**src/rtl/dds_sweep_ctrl.sv**
```systemverilog
// Frequency-sweep (chirp) sequencer feeding the DDS phase input.
// A start pulse captures the sweep configuration; the block then emits one
// phase word per clock, accumulating a tuning word that is stepped by a
// signed increment at the end of every dwell period.
module dds_sweep_ctrl #(
  parameter int PHASE_DW    = 16,
  parameter int STEP_CNT_DW = 16,
  parameter int DWELL_DW    = 16
) (
  input  logic                   clk,
  input  logic                   reset,
  input  logic                   start,
  input  logic                   stop,
  input  logic [PHASE_DW-1:0]    cfg_phase0,
  input  logic [PHASE_DW-1:0]    cfg_start_freq,
  input  logic [PHASE_DW-1:0]    cfg_freq_step,
  input  logic [STEP_CNT_DW-1:0] cfg_num_steps,
  input  logic [DWELL_DW-1:0]    cfg_dwell,
  input  logic                   cfg_loop,
  output logic [PHASE_DW-1:0]    m_axis_phase_tdata,
  output logic                   m_axis_phase_tvalid,
  output logic                   m_axis_phase_tlast,
  output logic                   busy,
  output logic                   done,
  output logic [STEP_CNT_DW-1:0] step_index
);

  typedef enum logic [1:0] {
    IDLE = 2'd0,
    RUN  = 2'd1,
    DONE = 2'd2
  } state_t;

  localparam logic [STEP_CNT_DW-1:0] STEP_ONE  = STEP_CNT_DW'(1);
  localparam logic [DWELL_DW-1:0]    DWELL_ONE = DWELL_DW'(1);

  state_t state;
  state_t state_next;

  logic [PHASE_DW-1:0]    phase_acc;
  logic [PHASE_DW-1:0]    freq;
  logic [PHASE_DW-1:0]    start_freq_q;
  logic [PHASE_DW-1:0]    freq_step_q;
  logic [STEP_CNT_DW-1:0] num_steps_q;
  logic [STEP_CNT_DW-1:0] step_cnt;
  logic [DWELL_DW-1:0]    dwell_q;
  logic [DWELL_DW-1:0]    dwell_cnt;
  logic                   loop_q;

  logic accept_start;
  logic end_of_dwell;
  logic final_dwell;

  // Zero-valued count fields are stored as 1 at capture, so these compares never underflow.
  assign accept_start = (state == IDLE) && start;
  assign end_of_dwell = (dwell_cnt == (dwell_q - DWELL_ONE));
  assign final_dwell  = end_of_dwell && (step_cnt == (num_steps_q - STEP_ONE));

  assign m_axis_phase_tdata = phase_acc;
  assign step_index         = step_cnt;

  // State register.
  always_ff @(posedge clk) begin
    if (reset) begin
      state <= IDLE;
    end else begin
      state <= state_next;
    end
  end

  // Next-state decode and status outputs; stop takes priority over the final dwell.
  always_comb begin
    state_next          = state;
    m_axis_phase_tvalid = 1'b0;
    m_axis_phase_tlast  = 1'b0;
    busy                = 1'b0;
    done                = 1'b0;
    case (state)
      IDLE: begin
        if (start) begin
          state_next = RUN;
        end
      end
      RUN: begin
        m_axis_phase_tvalid = 1'b1;
        m_axis_phase_tlast  = final_dwell;
        busy                = 1'b1;
        if (stop) begin
          state_next = IDLE;
        end else if (final_dwell && !loop_q) begin
          state_next = DONE;
        end
      end
      DONE: begin
        done       = 1'b1;
        state_next = IDLE;
      end
      default: begin
        state_next = IDLE;
      end
    endcase
  end

  // Configuration capture, phase accumulation and dwell/step counting.
  always_ff @(posedge clk) begin
    if (reset) begin
      phase_acc    <= '0;
      freq         <= '0;
      start_freq_q <= '0;
      freq_step_q  <= '0;
      num_steps_q  <= STEP_ONE;
      dwell_q      <= DWELL_ONE;
      loop_q       <= 1'b0;
      step_cnt     <= '0;
      dwell_cnt    <= '0;
    end else if (accept_start) begin
      phase_acc    <= cfg_phase0;
      freq         <= cfg_start_freq;
      start_freq_q <= cfg_start_freq;
      freq_step_q  <= cfg_freq_step;
      num_steps_q  <= (cfg_num_steps == '0) ? STEP_ONE : cfg_num_steps;
      dwell_q      <= (cfg_dwell == '0) ? DWELL_ONE : cfg_dwell;
      loop_q       <= cfg_loop;
      step_cnt     <= '0;
      dwell_cnt    <= '0;
    end else if ((state == RUN) && !stop) begin
      phase_acc <= phase_acc + freq;
      if (end_of_dwell) begin
        dwell_cnt <= '0;
        if (final_dwell && loop_q) begin
          freq     <= start_freq_q;
          step_cnt <= '0;
        end else begin
          freq     <= freq + freq_step_q;
          step_cnt <= step_cnt + STEP_ONE;
        end
      end else begin
        dwell_cnt <= dwell_cnt + DWELL_ONE;
      end
    end
  end

endmodule

```
**config.mk**
```make
export PLATFORM = sky130hd
export DESIGN_NAME = dds_sweep_ctrl
export DESIGN_NICKNAME = d
export VERILOG_FILES = /design/src/rtl/dds_sweep_ctrl.sv
export SDC_FILE = /design/constraint.sdc
export NUM_CORES = 1
export LEC_CHECK = 0
export BUFFER_PORTS_ARGS = -buffer_cell sky130_fd_sc_hd__buf_2
export CORE_MARGIN = 5
export CORE_UTILIZATION = 35
export CTS_CLUSTER_SIZE = 16
export DETAILED_ROUTE_END_ITERATION = 12
export GPL_TIMING_DRIVEN = 0
export HOLD_SLACK_MARGIN = 0.05
export PLACE_DENSITY_LB_ADDON = 0.12
export SLEW_MARGIN = 20
export SYNTH_ARGS = -nofsm -noshare
export SYNTH_HDL_FRONTEND = slang
export SYNTH_SLANG_ARGS = --single-unit
```
**constraint.sdc**
```tcl
create_clock -name clk -period 6 [get_ports clk]
set_input_delay 0.3 -clock clk [delete_from_list [all_inputs] [get_ports clk]]
set_output_delay 0.3 -clock clk [all_outputs]
set_load 0.1 [all_outputs]
```
# --- Word-level counts from Yosys, hierarchy flattened ---
# Cells that the tools add are included.
word_totals:
  ff_bits: 131
  out_inout_bits: 36
  inputBits: 85
  wordCells: 55
op_classes:
  addsub: 6
  muxes: 17
  reduce_logical: 16
  n_eq_ne: 6
op_table:
  columns: ["cell", "n"]
  rows:
  - ["two-way mux 16 bit", 10]
  - ["adder 16 x 1 -> 16 bit (second input constant)", 2]
  - ["adder 16 bit", 2]
  - ["== test 16 bit", 2]
  - ["zero test 16 bit", 2]
  - ["subtractor 16 x 1 -> 16 bit (second input constant)", 2]
  - ["two-way mux 2 bit", 3]
  - ["AND reduction 2 bit", 3]
  - ["logical AND 1 bit", 5]
  - ["case mux 2 bit (2 select lines)", 1]
  - ["nonzero test 2 bit", 2]
  - ["two-way mux 1 bit", 3]
  - ["!= test 3 bit (second input constant)", 1]
  - ["== test 2 x 1 -> 1 bit (second input constant)", 1]
  - ["== test 2 bit (second input constant)", 1]
  - ["zero test 1 bit", 2]
  - ["zero test 2 bit", 1]
  - ["!= test 2 bit (second input constant)", 1]
  - ["OR reduction 2 bit", 1]

# --- Longest topological paths before layout ---
# Gate-level depths: netlist (run 1).
logic_depth:
  depth_word: 8
  depth_mapped: 13

# --- Worst setup path after synthesis (run 1) ---
# OpenSTA, ideal clock, no wires.
synth_path:
  path_type: "reg-to-output"
  startpoint: "register step_cnt[6], in the netlist step_index[6]"
  endpoint: "output m_axis_phase_tlast"
  setup_slack_ns: 2.075
  path_buffers: 1
  path_stages_with_launch: 9
  t_required_ns: 5.700
  t_arrival_ns: 3.625
  cell_sequence: "dfxtp_1 > clkbuf_1 > nand3b_1 > a211o_1 > a21oi_1 > o22ai_1 > nor4_1 > nand4_2 > nor2_1"
synth_via:
  elab_chain_cells: 3
synth_lines:
  columns: ["element", "line", "source"]
  rows:
  - ["from (decl)", "45", "logic [STEP_CNT_DW-1:0] step_cnt;"]
  - ["from (signal assigned)", "135", "step_cnt <= step_cnt + STEP_ONE;"]
  - ["== test 16 bit", "57", "assign final_dwell = end_of_dwell && (step_cnt == (num_steps_q - STEP_ONE));"]
  - ["logical AND 1 bit", "57", null]
  - ["two-way mux 1 bit", "78", "case (state)"]
  - ["to (decl)", "22", "output logic m_axis_phase_tlast,"]
# No other way between the ends.

# --- Worst setup path after layout (run 1) ---
layout_path:
  startpoint: "register num_steps_q[0]"
  endpoint: "output m_axis_phase_tlast"
layout_via:
  elab_chain_cells: 4
layout_lines:
  columns: ["element", "line", "source"]
  rows:
  - ["from (decl)", "44", "logic [STEP_CNT_DW-1:0] num_steps_q;"]
  - ["from (signal assigned)", "121", "num_steps_q <= (cfg_num_steps == '0) ? STEP_ONE : cfg_num_steps;"]
  - ["subtractor 16 x 1 -> 16 bit", "57", null]
  - ["== test 16 bit", "57", null]
  - ["logical AND 1 bit", "57", null]
  - ["two-way mux 1 bit", "78", null]
# No other way between the ends.

==> out/qor.yml, run 1 <==
dpl.cell_count: 1387
antenna_cells: 0
slowest_stage: "or4b_1"
crit_chain: "inv_1 > ha_1 > or4b_1 > nor3_1 > xnor2_1 > o2111ai_1 > nor4_1 > nand4_2 > nor2_1 > buf_2"
worstPathArrival_ns: 3.50
drive_gt1_share_pct: 16.0
critical_path_class: "reg2out"
finalClockSkew_ns: 0.00822
ctsResizeCount: 0
pre_cts_ws_ns: 2.55
synth_warnings: 0
num_rows: 54
cts_hold_buf: 0
hold_violations: 0
critical_path_peak_fanout: 6
wl_per_cell_um: 17.9
syn2layout_area_growth_pct: 19.1
min_period_over_period_pct: 63.3
synth_flop_cell: "dfxtp_1"
synth_simple_gate_area_share_pct: 26.1
viasPerCell: 5.25
cp-end-kind: "output port"
antenna_left: 0
clock.fmax_mhz: 263
synth_edf_count: 0
synth_cells: 987
globalRouteTotalUtil_pct: 19.7
clock_latency_ns: 0.42
cts.sinks: 131
yosysUniqueCellTypes: 72
clkTransAtPathRegs_ns: 0.06
seq_area_frac_synth_pct: 33.7
holdCritPathClass: "in2reg"
finalSetupViolCount: 0
grt_pass1_wl_um: 40100
wirelength_um: 25400
nets: 1247
fp.dieW_um: 159
peakVddDrop_uv: 184
synth_top_family_by_area: "simple AND/OR/NAND/NOR gates"
setup_tns_ns: 0
max_cap_viol_count: 0
start_util_pct: 35.6
synth_area_per_cell_um2: 7.89
place_hpwl_um: 19600
hold-worst-slack_ns: 0.107
worst-path-buf-inv: 2
design_area_um2: 9270
dr.pass1.iters: 5
cp_top_family: "simple AND/OR/NAND/NOR gates"
grt_max_degree: 17
clock_path_buffers: 2
drc: 0
io_buffers: 120
ioPinCount: 121
clockRootBuffer: "clkbuf_16"
cts_tree: "done"
fin_cells: 1419
maxSlewViolCount: 0
relSlewSlack_pct: 42.5
muxShareOfSynthArea_pct: 1.80
synth_fa_ha_area_share_pct: 5.98
coreArea_um2: 21900
power_density_nw_per_um2: 263
overflow: 0
drt-initial-drc-count: 385
htreeDepth: 4
placed_area_um2: 8730
cpPeakStageDelay_ns: 0.54
cts_setup_buffers: 0
synth.cell_area_um2: 7780
antenna_found_initial: 0
fin_crit_ns: 3.80
ys_seq_elements: 131
gp_congestion: 0.853
die_h_um: 159
required_ns: 5.70
synthArstFlopShare_pct: 0
status: "finished, final reports clean"
synth_compound_area_share_pct: 18.0
synth-xor-area-share_pct: 10.1
rsz0062_at_grt: "no"
worst-r2r-setup-slack_ns: 2.74
tightest_slew_ns: 0.856
via_count: 7454
cp-start-kind: "register"
syn-num-nets: 1108
die_area_um2: 25300
first_global_vias: 7374
p_leak_nw: 3.73
worst_slack_ns: 2.20
numCtsBuffers: 17
[through the flow]
step	power, mW	utilization [%]
final	2.44	42.4
after floorplan	1.33	-
after global placement	1.47	39.9
after CTS	2.46	42.4
after global routing	2.55	42.4
after detailed placement	1.47	39.9
[layout make-up]
| cell class | count | area (um^2) |
|---|---|---|
| fill | 2351 | 12600 |
| multi-input combinational | 779 | 4830 |
| sequential | 131 | 2620 |
| timing repair buffer | 120 | 601 |
| clock buffer | 21 | 450 |
| tap | 280 | 350 |
| buffer | 53 | 245 |
| inverter | 24 | 90.1 |
| clock inverter | 11 | 87.6 |
[cell usage in the layout (no fill, tap or decap), types with 7 or more instances in the layout]
cell / n
a211oi_1: 12
a21oi_1: 94
a311oi_1: 11
a31oi_1: 8
and3_1: 13
buf_2: 124
clkbuf_1: 44
clkbuf_16: 17
clkinv_2: 7
dfxtp_1: 131
ha_1: 34
inv_1: 24
mux2i_1: 14
nand2_1: 177
nand3_1: 23
nand4_1: 15
nor2_1: 92
nor2b_1: 9
nor3_1: 25
nor4_1: 11
o211ai_1: 8
o21ai_0: 30
o221ai_1: 8
o31ai_1: 8
xnor2_1: 52
xor2_1: 38
[worst reg2reg max path, cell delays in order (launching register included)]
cell      delay [ns]
dfxtp_1         0.44
ha_1            0.29
a211oi_1        0.38
o21a_1          0.22
o31ai_1         0.11
o41ai_1         0.66
o21ai_0         0.22
a21oi_1         0.21
xor2_1          0.12
or3_1           0.31
a311oi_1        0.24
[state kept, by name, summed over array words and instances, names as in the netlist]
register            cells
state                   2
dwell_q                16
freq_step_q            16
step_index             16
loop_q                  1
dwell_cnt              16
num_steps_q            16
start_freq_q           16
freq                   16
m_axis_phase_tdata     16
[where the power goes]
| group | internal, mW | switching [mW] | leakage (nW) |
|---|---|---|---|
| registers | 0.916 | 0.0495 | 1.07 |
| clock network | 0.575 | 0.405 | 0.262 |
| logic | 0.167 | 0.324 | 2.39 |
| total | 1.66 | 0.779 | 3.73 |
[worst paths after layout]
path / startpoint / to / depth (start not counted)
max reg2reg: m_axis_phase_tdata[1] / m_axis_phase_tdata[15] / 10
min reg2reg: start_freq_q[8] / start_freq_q[8] / 2
min: cfg_start_freq[10] / freq[10] / 3
max: num_steps_q[0] / m_axis_phase_tlast / 10
[per-layer routing]
metal | share of wire [%] | wire [um] | GRT usage (%) | vias to the layer above
met2 | 47 | 11900 | 32.7 | 174
met3 | 3.9 | 978 | 3.42 | 29
met4 | 2.8 | 708 | 7.02 | 0
met1 | 46 | 11800 | 25.7 | 3482
li1 | - | - | - | 3769
met5 | 0 | 0 | 0 | -
[logic make-up (layout without fill, tap and decap cells)]
kind of cell	count (synthesis)	in the layout
mux	14	14
buf+inv	77	229
xor+xnor	90	90
compound gates	221	221
fa+ha+maj	36	36
flops	131	131
simple gates	418	418
[synth_stat cells (4+ instances only)]
cell type    n  area (um^2)
a311oi_1    11         96.3
nor4_1      11         68.8
and3_1      13         81.3
nand2b_1     6         37.5
dfxtp_1    131         2620
a21oi_1     94          470
o21ai_0     30          150
nand3_1     23          115
inv_1       24         90.1
or3_1        6         37.5
nand2_1    177          664
nor3b_1      5         37.5
a211oi_1    12         90.1
o221ai_1     8         70.1
a21o_1       5         37.5
xnor2_1     52          455
mux2i_1     14          140
xor2_1      38          333
or4_1        4         30.0
ha_1        34          425
and4_1       4         35.0
a41oi_1      4         35.0
clkbuf_1    41          154
o211ai_1     8         60.1
and2_1       4         25.0
nand4_1     15         93.8
buf_2        4         20.0
a31oi_1      8         50.1
nor3_1      25          125
o31ai_1      8         60.1
nor2_1      92          345
o21a_1       6         45.0
o22ai_1      4         25.0
nor2b_1      9         56.3
No activity file was read; power rests on OpenSTA's default activity.
==> run 2, diff against run 1 <==
==> constraint.sdc (replaced) <==
create_clock -name clk -period 3.3 [get_ports clk]
set_input_delay 0.165 -clock clk [delete_from_list [all_inputs] [get_ports clk]]
set_output_delay 0.165 -clock clk [all_outputs]
set_load 0.1 [all_outputs]
==> run 2 against run 1 <==
  * Final cell count rose by 5.6%
  * Non-clock buffer count rose by 79
  * Sequential power rose by 82%
  * Clock skew rose by 0.0010 ns
  * Critical path depth did not move
  * First-iteration DRC count rose by 17%
  * Worst hold slack got worse by 0.037 ns
  * Largest cell class unchanged
  * Largest power group unchanged
==> out/qor.yml, run 2 (same netlist as run 1, synthesis figures left out) <==
first_global_vias: 7497  # +1.7%
final_cell_mix: "nand2_1 (176), dfxtp_1 (128), buf_2 (123)"
critical_path_class: "reg2out"
finalSetupViolCount: 0  # unchanged
drive_gt1_share_pct: 16.3  # +0.28 points
clock_latency_ns: 0.42  # about the same
grt_pass1_wl_um: 41600  # +3.8%
critical_path_peak_fanout: 6  # unchanged
maxSlewViolCount: 0  # unchanged
fp.dieW_um: 159  # unchanged
clock.fmax_mhz: 313
wirelength_um: 26100  # +2.8%
coreArea_um2: 21900  # unchanged
p_leak_nw: 4.09  # +9.7%
place_hpwl_um: 19600  # +0.24%
antenna_found_initial: 0  # unchanged
layout_commonest_cell: "nand2_1"
cp-end-kind: "output port"
power_density_nw_per_um2: 454  # +73%
rsz0062_at_grt: "yes"
htreeDepth: 4  # unchanged
reg2reg_to: "freq[9]"
required_ns: 3.13  # -2.57 ns
gp_congestion: 0.861  # +0.95%
holdCritStartpoint: "cfg_num_steps[0]"
grt_max_degree: 17  # unchanged
clockRootBuffer: "clkbuf_16"
syn2layout_area_growth_pct: 30.8
cts_tree: "done"
hold-worst-slack_ns: 0.0696  # -0.0370 ns
die_area_um2: 25300  # unchanged
drc: 0  # unchanged
antenna_left: 0  # unchanged
status: "finished, final reports clean"
ioPinCount: 121  # unchanged
nets: 1326  # +6.3%
relSlewSlack_pct: 43.6  # +1.1 points
clkTransAtPathRegs_ns: 0.06  # about the same
numCtsBuffers: 17  # unchanged
io_buffers: 120  # unchanged
start_util_pct: 35.6  # unchanged
max_cap_viol_count: 0  # unchanged
worst-r2r-setup-slack_ns: 0.20  # -2.54 ns
viasPerCell: 5.20  # -1.0%
holdCritPathClass: "in2reg"
overflow: 0  # unchanged
dr.pass1.iters: 7  # +2
cts.sinks: 131  # unchanged
placed_area_um2: 8740  # about the same
peakVddDrop_uv: 360  # +96%
antenna_cells: 0  # unchanged
drt-initial-drc-count: 451  # +17%
wl_per_cell_um: 17.4  # -2.6%
hold-path-endpoint: "num_steps_q[0]"
worstPathArrival_ns: 3.03  # -0.47 ns
num_rows: 54  # unchanged
clock_path_buffers: 2  # unchanged
finalClockSkew_ns: 0.00924  # +0.00101 ns
die_h_um: 159  # unchanged
power_mw: 4.62  # +90%
cp-start-kind: "register"
r2r_cells: 11  # +1
dpl.cell_count: 1387  # unchanged
hold_violations: 0  # unchanged
timing.rr.start: "num_steps_q[0]"
fin_cells: 1498  # +5.6%
design_area_um2: 10200  # +9.8%
fin_crit_ns: 3.19
min_period_over_period_pct: 96.7
tightest_slew_ns: 0.840  # -0.0168 ns
via_count: 7787  # +4.5%
holdPathStages: 3  # unchanged
globalRouteTotalUtil_pct: 20.3  # +0.66 points
run 2: critical path, cell delays in order (launching register included):
cell       delay [ns]
dfxtp_2          0.37
inv_1            0.07
ha_2             0.22
or4b_4           0.50
nor3_2           0.20
xnor2_1          0.17
o2111ai_2        0.17
nor4_4           0.32
nand4_2          0.20
nor2_4           0.19
buf_12           0.18
run 2: report_power, final:
group / internal [mW] / switching [mW] / leakage (nW)
Combinational: 0.370 / 0.612 / 2.74
Clock: 1.13 / 0.754 / 0.271
Sequential: 1.67 / 0.0911 / 1.07
run 2: layout make-up:
type                            instances  area, um^2
Sequential cell                       131        2630
Inverter                               24        90.1
Clock inverter                         13         135
Buffer                                 53         246
Tap cell                              280         350
Clock buffer                           19         443
Fill cell                            2289       11700
Timing Repair Buffer                  199        1400
Multi-Input combinational cell        779        4890
run 2: worst max path at each step:
stage / startpoint / end / slack (ns) / cells after the start
3_3_place_gp: num_steps_q[0] / m_axis_phase_tlast / -0.02 / 10
4_1_cts: num_steps_q[0] / m_axis_phase_tlast / 0.03 / 10
2_1_floorplan: step_index[6] / m_axis_phase_tlast / -0.03 / 8
3_5_place_dp: num_steps_q[0] / m_axis_phase_tlast / -0.05 / 10
6_report: num_steps_q[0] / m_axis_phase_tlast / 0.11 / 10
5_1_grt: num_steps_q[0] / m_axis_phase_tlast / -0.05 / 10
run 2: per-layer routing:
metal / GRT usage [%] / wire, um / up-vias
met1: 26.9 / 12000 / 3643
li1: - / - / 3915
met2: 33.9 / 12400 / 194
met5: 0 / 0 / -
met4: 6.71 / 631 / 0
met3: 3.37 / 1020 / 35
run 2: per-stage QoR:
| step | utilization (%) | setup WS [ns] | TNS, ns |
|---|---|---|---|
| floorplan | - | -0.0325 | -0.0325 |
| global placement | 39.9 | -0.0156 | -0.0156 |
| CTS | 46.4 | 0.0301 | 0 |
| detailed placement | 39.9 | -0.0528 | -0.0528 |
| global route | 46.5 | -0.0529 | -0.0926 |
| finish | 46.5 | 0.110 | 0 |
run 2: timing repair:
| item | 4_1_cts | 5_1_grt |
|---|---|---|
| pin swaps | 3 | 2 |
| hold buffers | 78 | 0 |
| setup endpoints to repair | 1 | 35 |
| resized for setup | 13 | 6 |
| hold endpoints to repair | 81 | 0 |
| buffers inserted | 1 | 0 |
==> run 3, diff against run 2 <==
--- a/config.mk
+++ b/config.mk
@@ -6,6 +6,8 @@
 export NUM_CORES = 1
 export LEC_CHECK = 0
 export BUFFER_PORTS_ARGS = -buffer_cell sky130_fd_sc_hd__buf_2
+export CELL_PAD_IN_SITES_DETAIL_PLACEMENT = 1
+export CELL_PAD_IN_SITES_GLOBAL_PLACEMENT = 1
 export CORE_MARGIN = 5
 export CORE_UTILIZATION = 35
 export CTS_CLUSTER_SIZE = 16
==> run 3 against run 2 <==
  * Sequential power hardly changed
  * Fmax is 0.82% higher
  * Sequential share of layout area is 0.35 points lower
  * Combinational power is 4% higher
  * First-iteration DRC count is 37% lower
  * Register-to-register slack better by 0.03 ns
  * Critical endpoint unchanged
  * Worst setup slack better by 0.026 ns
  * Non-clock buffer count is 3 higher
  * Power is 5.9% higher
  * Clock power is 12% higher
  * Clock skew is 0.00088 ns lower
  * Count of clock-buffer cells in the layout is 1 higher
==> out/qor.yml, run 3 (same netlist as run 1, synthesis figures left out) <==
status: "finished, final reports clean"
switching_share_pct: 30.6  # -0.89 points
critical_path_peak_fanout: 6  # unchanged
drc: 0  # unchanged
clock.fmax_mhz: 316  # +0.82%
switchingPower_mw: 1.50  # +2.9%
htreeDepth: 4  # unchanged
antenna_left: 0  # unchanged
peakVddDrop_uv: 335  # -6.8%
holdCritPathClass: "in2reg"
globalRouteTotalUtil_pct: 22.4  # +2.1 points
tightest_slew_ns: 0.947  # +0.108 ns
clockRootBuffer: "clkbuf_16"
cts_tree: "done"
crit_chain: "inv_2 > ha_4 > or4b_4 > a211o_1 > a21oi_2 > o22ai_2 > nor4_4 > nand4_4 > nor2_4 > buf_12"
hold-worst-slack_ns: 0.0989  # +0.0293 ns
maxSlewViolCount: 0  # unchanged
io_buffers: 120  # unchanged
drt-initial-drc-count: 282  # -37%
fin_crit_ns: 3.16  # -0.0259 ns
num_rows: 54  # unchanged
cp-start-kind: "register"
overflow: 0  # unchanged
syn2layout_area_growth_pct: 32.6
viasPerCell: 5.32  # +2.3%
power_density_nw_per_um2: 474  # +4.5%
gp_congestion: 0.858  # -0.43%
die_area_um2: 25300  # unchanged
die_h_um: 159  # unchanged
wirelength_um: 28900  # +11%
critical_path_class: "reg2out"
via_count: 7985  # +2.5%
clock_path_buffers: 2  # unchanged
start_util_pct: 35.6  # unchanged
first_global_vias: 8145  # +8.6%
power_mw: 4.90  # +5.9%
required_ns: 3.13  # about the same
place_hpwl_um: 20900  # +6.5%
final.fill_count: 2696  # +18%
min_period_over_period_pct: 95.9  # -0.78 points
p_int_mw: 3.40  # +7.3%
nets: 1329  # +0.23%
ioPinCount: 121  # unchanged
clkTransAtPathRegs_ns: 0.06  # about the same
grt_pass1_wl_um: 45600  # +9.7%
power_frac_comb_pct: 20.9  # -0.4 points
setup_tns_ns: 0  # unchanged
p_leak_nw: 4.16  # +1.9%
slowest_stage: "or4b_4"
coreArea_um2: 21900  # unchanged
cpPeakStageDelay_ns: 0.51  # about the same
cp-end-kind: "output port"
pwr-share-clk_pct: 43.2  # +2.5 points
numCtsBuffers: 17  # unchanged
fp.dieW_um: 159  # unchanged
hold_violations: 0  # unchanged
drive_gt1_share_pct: 17.0  # +0.70 points
seqPwrFrac_pct: 36.0  # -2.0 points
dr.pass1.iters: 4  # -3
grt_max_degree: 17  # unchanged
finalSetupViolCount: 0  # unchanged
antenna_found_initial: 0  # unchanged
layout_commonest_cell: "nand2_1"
pre_cts_ws_ns: -0.0806  # -0.0278 ns
worstPathArrival_ns: 3.00  # -0.03 ns
max_cap_viol_count: 0  # unchanged
worst_slack_ns: 0.136  # +0.0259 ns
relSlewSlack_pct: 36.4  # -7.2 points
wl_per_cell_um: 19.3  # +11%
finalClockSkew_ns: 0.00835  # -0.000882 ns
clock_latency_ns: 0.44  # +0.02 ns
final_cell_mix: "nand2_1 (176), dfxtp_1 (128), buf_2 (123)"
cts.sinks: 131  # unchanged
antenna_cells: 0  # unchanged
==> run 3: changes by cell type in the layout (fill, tap and decap cells not counted), sizes merged <==
| cell | change |
|---|---|
| buf | +2 |
| bufinv | +3 |
| clkbuf | +1 |
| clkinv | +2 |
| clkinvlp | -5 |
| dlygate4sd3 | +1 |
| inv | -1 |
==> run 3: cell type report <==
| cell class | count | area (um^2) | area share, % |
|---|---|---|---|
| plain buffers | 53 | 246 | 2.39 |
| clock buffers | 20 | 447 | 4.33 |
| clock inverters | 12 | 185 | 1.79 |
| inverters | 24 | 90.1 | 0.873 |
| multi-input cells | 779 | 4950 | 47.9 |
| flip-flops and latches | 131 | 2630 | 25.4 |
| well taps | 280 | 350 | 3.39 |
| repair buffers | 202 | 1430 | 13.8 |
==> run 3: critical path: cells and delay by family (launching register included) <==
| family | cells | cell delay, ns |
|---|---|---|
| compound gates | 3 | 0.53 |
| fa+ha+maj | 1 | 0.16 |
| simple gates | 4 | 1.23 |
| flops | 1 | 0.37 |
| buf+inv | 2 | 0.27 |
==> run 3: power by group through the flow <==
stage	combinational, mW	sequential, mW	clock [mW]
2_1_floorplan	0.529	1.88	0
5_1_grt	1.11	1.77	2.21
3_3_place_gp	0.894	1.79	0
6_report	1.02	1.76	2.11
4_1_cts	1.01	1.76	2.14
3_5_place_dp	0.908	1.79	0
==> run 3: path summary, 6_finish.rpt <==
path / start / end / slack [ns] / cells after the start
max reg2reg: dwell_q[9] / freq[5] / 0.23 / 10
max: num_steps_q[0] / m_axis_phase_tlast / 0.14 / 10
min reg2reg: start_freq_q[12] / start_freq_q[12] / 0.45 / 2
min: cfg_start_freq[1] / start_freq_q[1] / 0.1 / 3
==> run 3: repair_timing <==
item / 4_1_cts / 5_1_grt
gates cloned: 0 / 0
hold buffers: 79 / 0
endpoints found under the hold margin: 82 / 0
buffers inserted: 1 / 2
pin swaps: 3 / 3
resized for setup: 18 / 12
endpoints found under the setup margin: 19 / 34
==> run 3: metrics by stage <==
stage	area (um^2)	instances	util, %
CTS	10300	1499	46.8
detailed placement	8740	1387	39.9
global route	10300	1501	47.2
finish	10300	1501	47.2
global placement	8740	1387	39.9
floorplan	7790	987	-
==> run 3: routing by layer <==
layer / up-vias / global-route usage, % / share of wire, %
li1: 3921 / - / -
met5: - / 0 / 0
met3: 42 / 3.24 / 3.5
met4: 0 / 7.87 / 2.6
met1: 3865 / 28.8 / 46
met2: 157 / 38.5 / 48
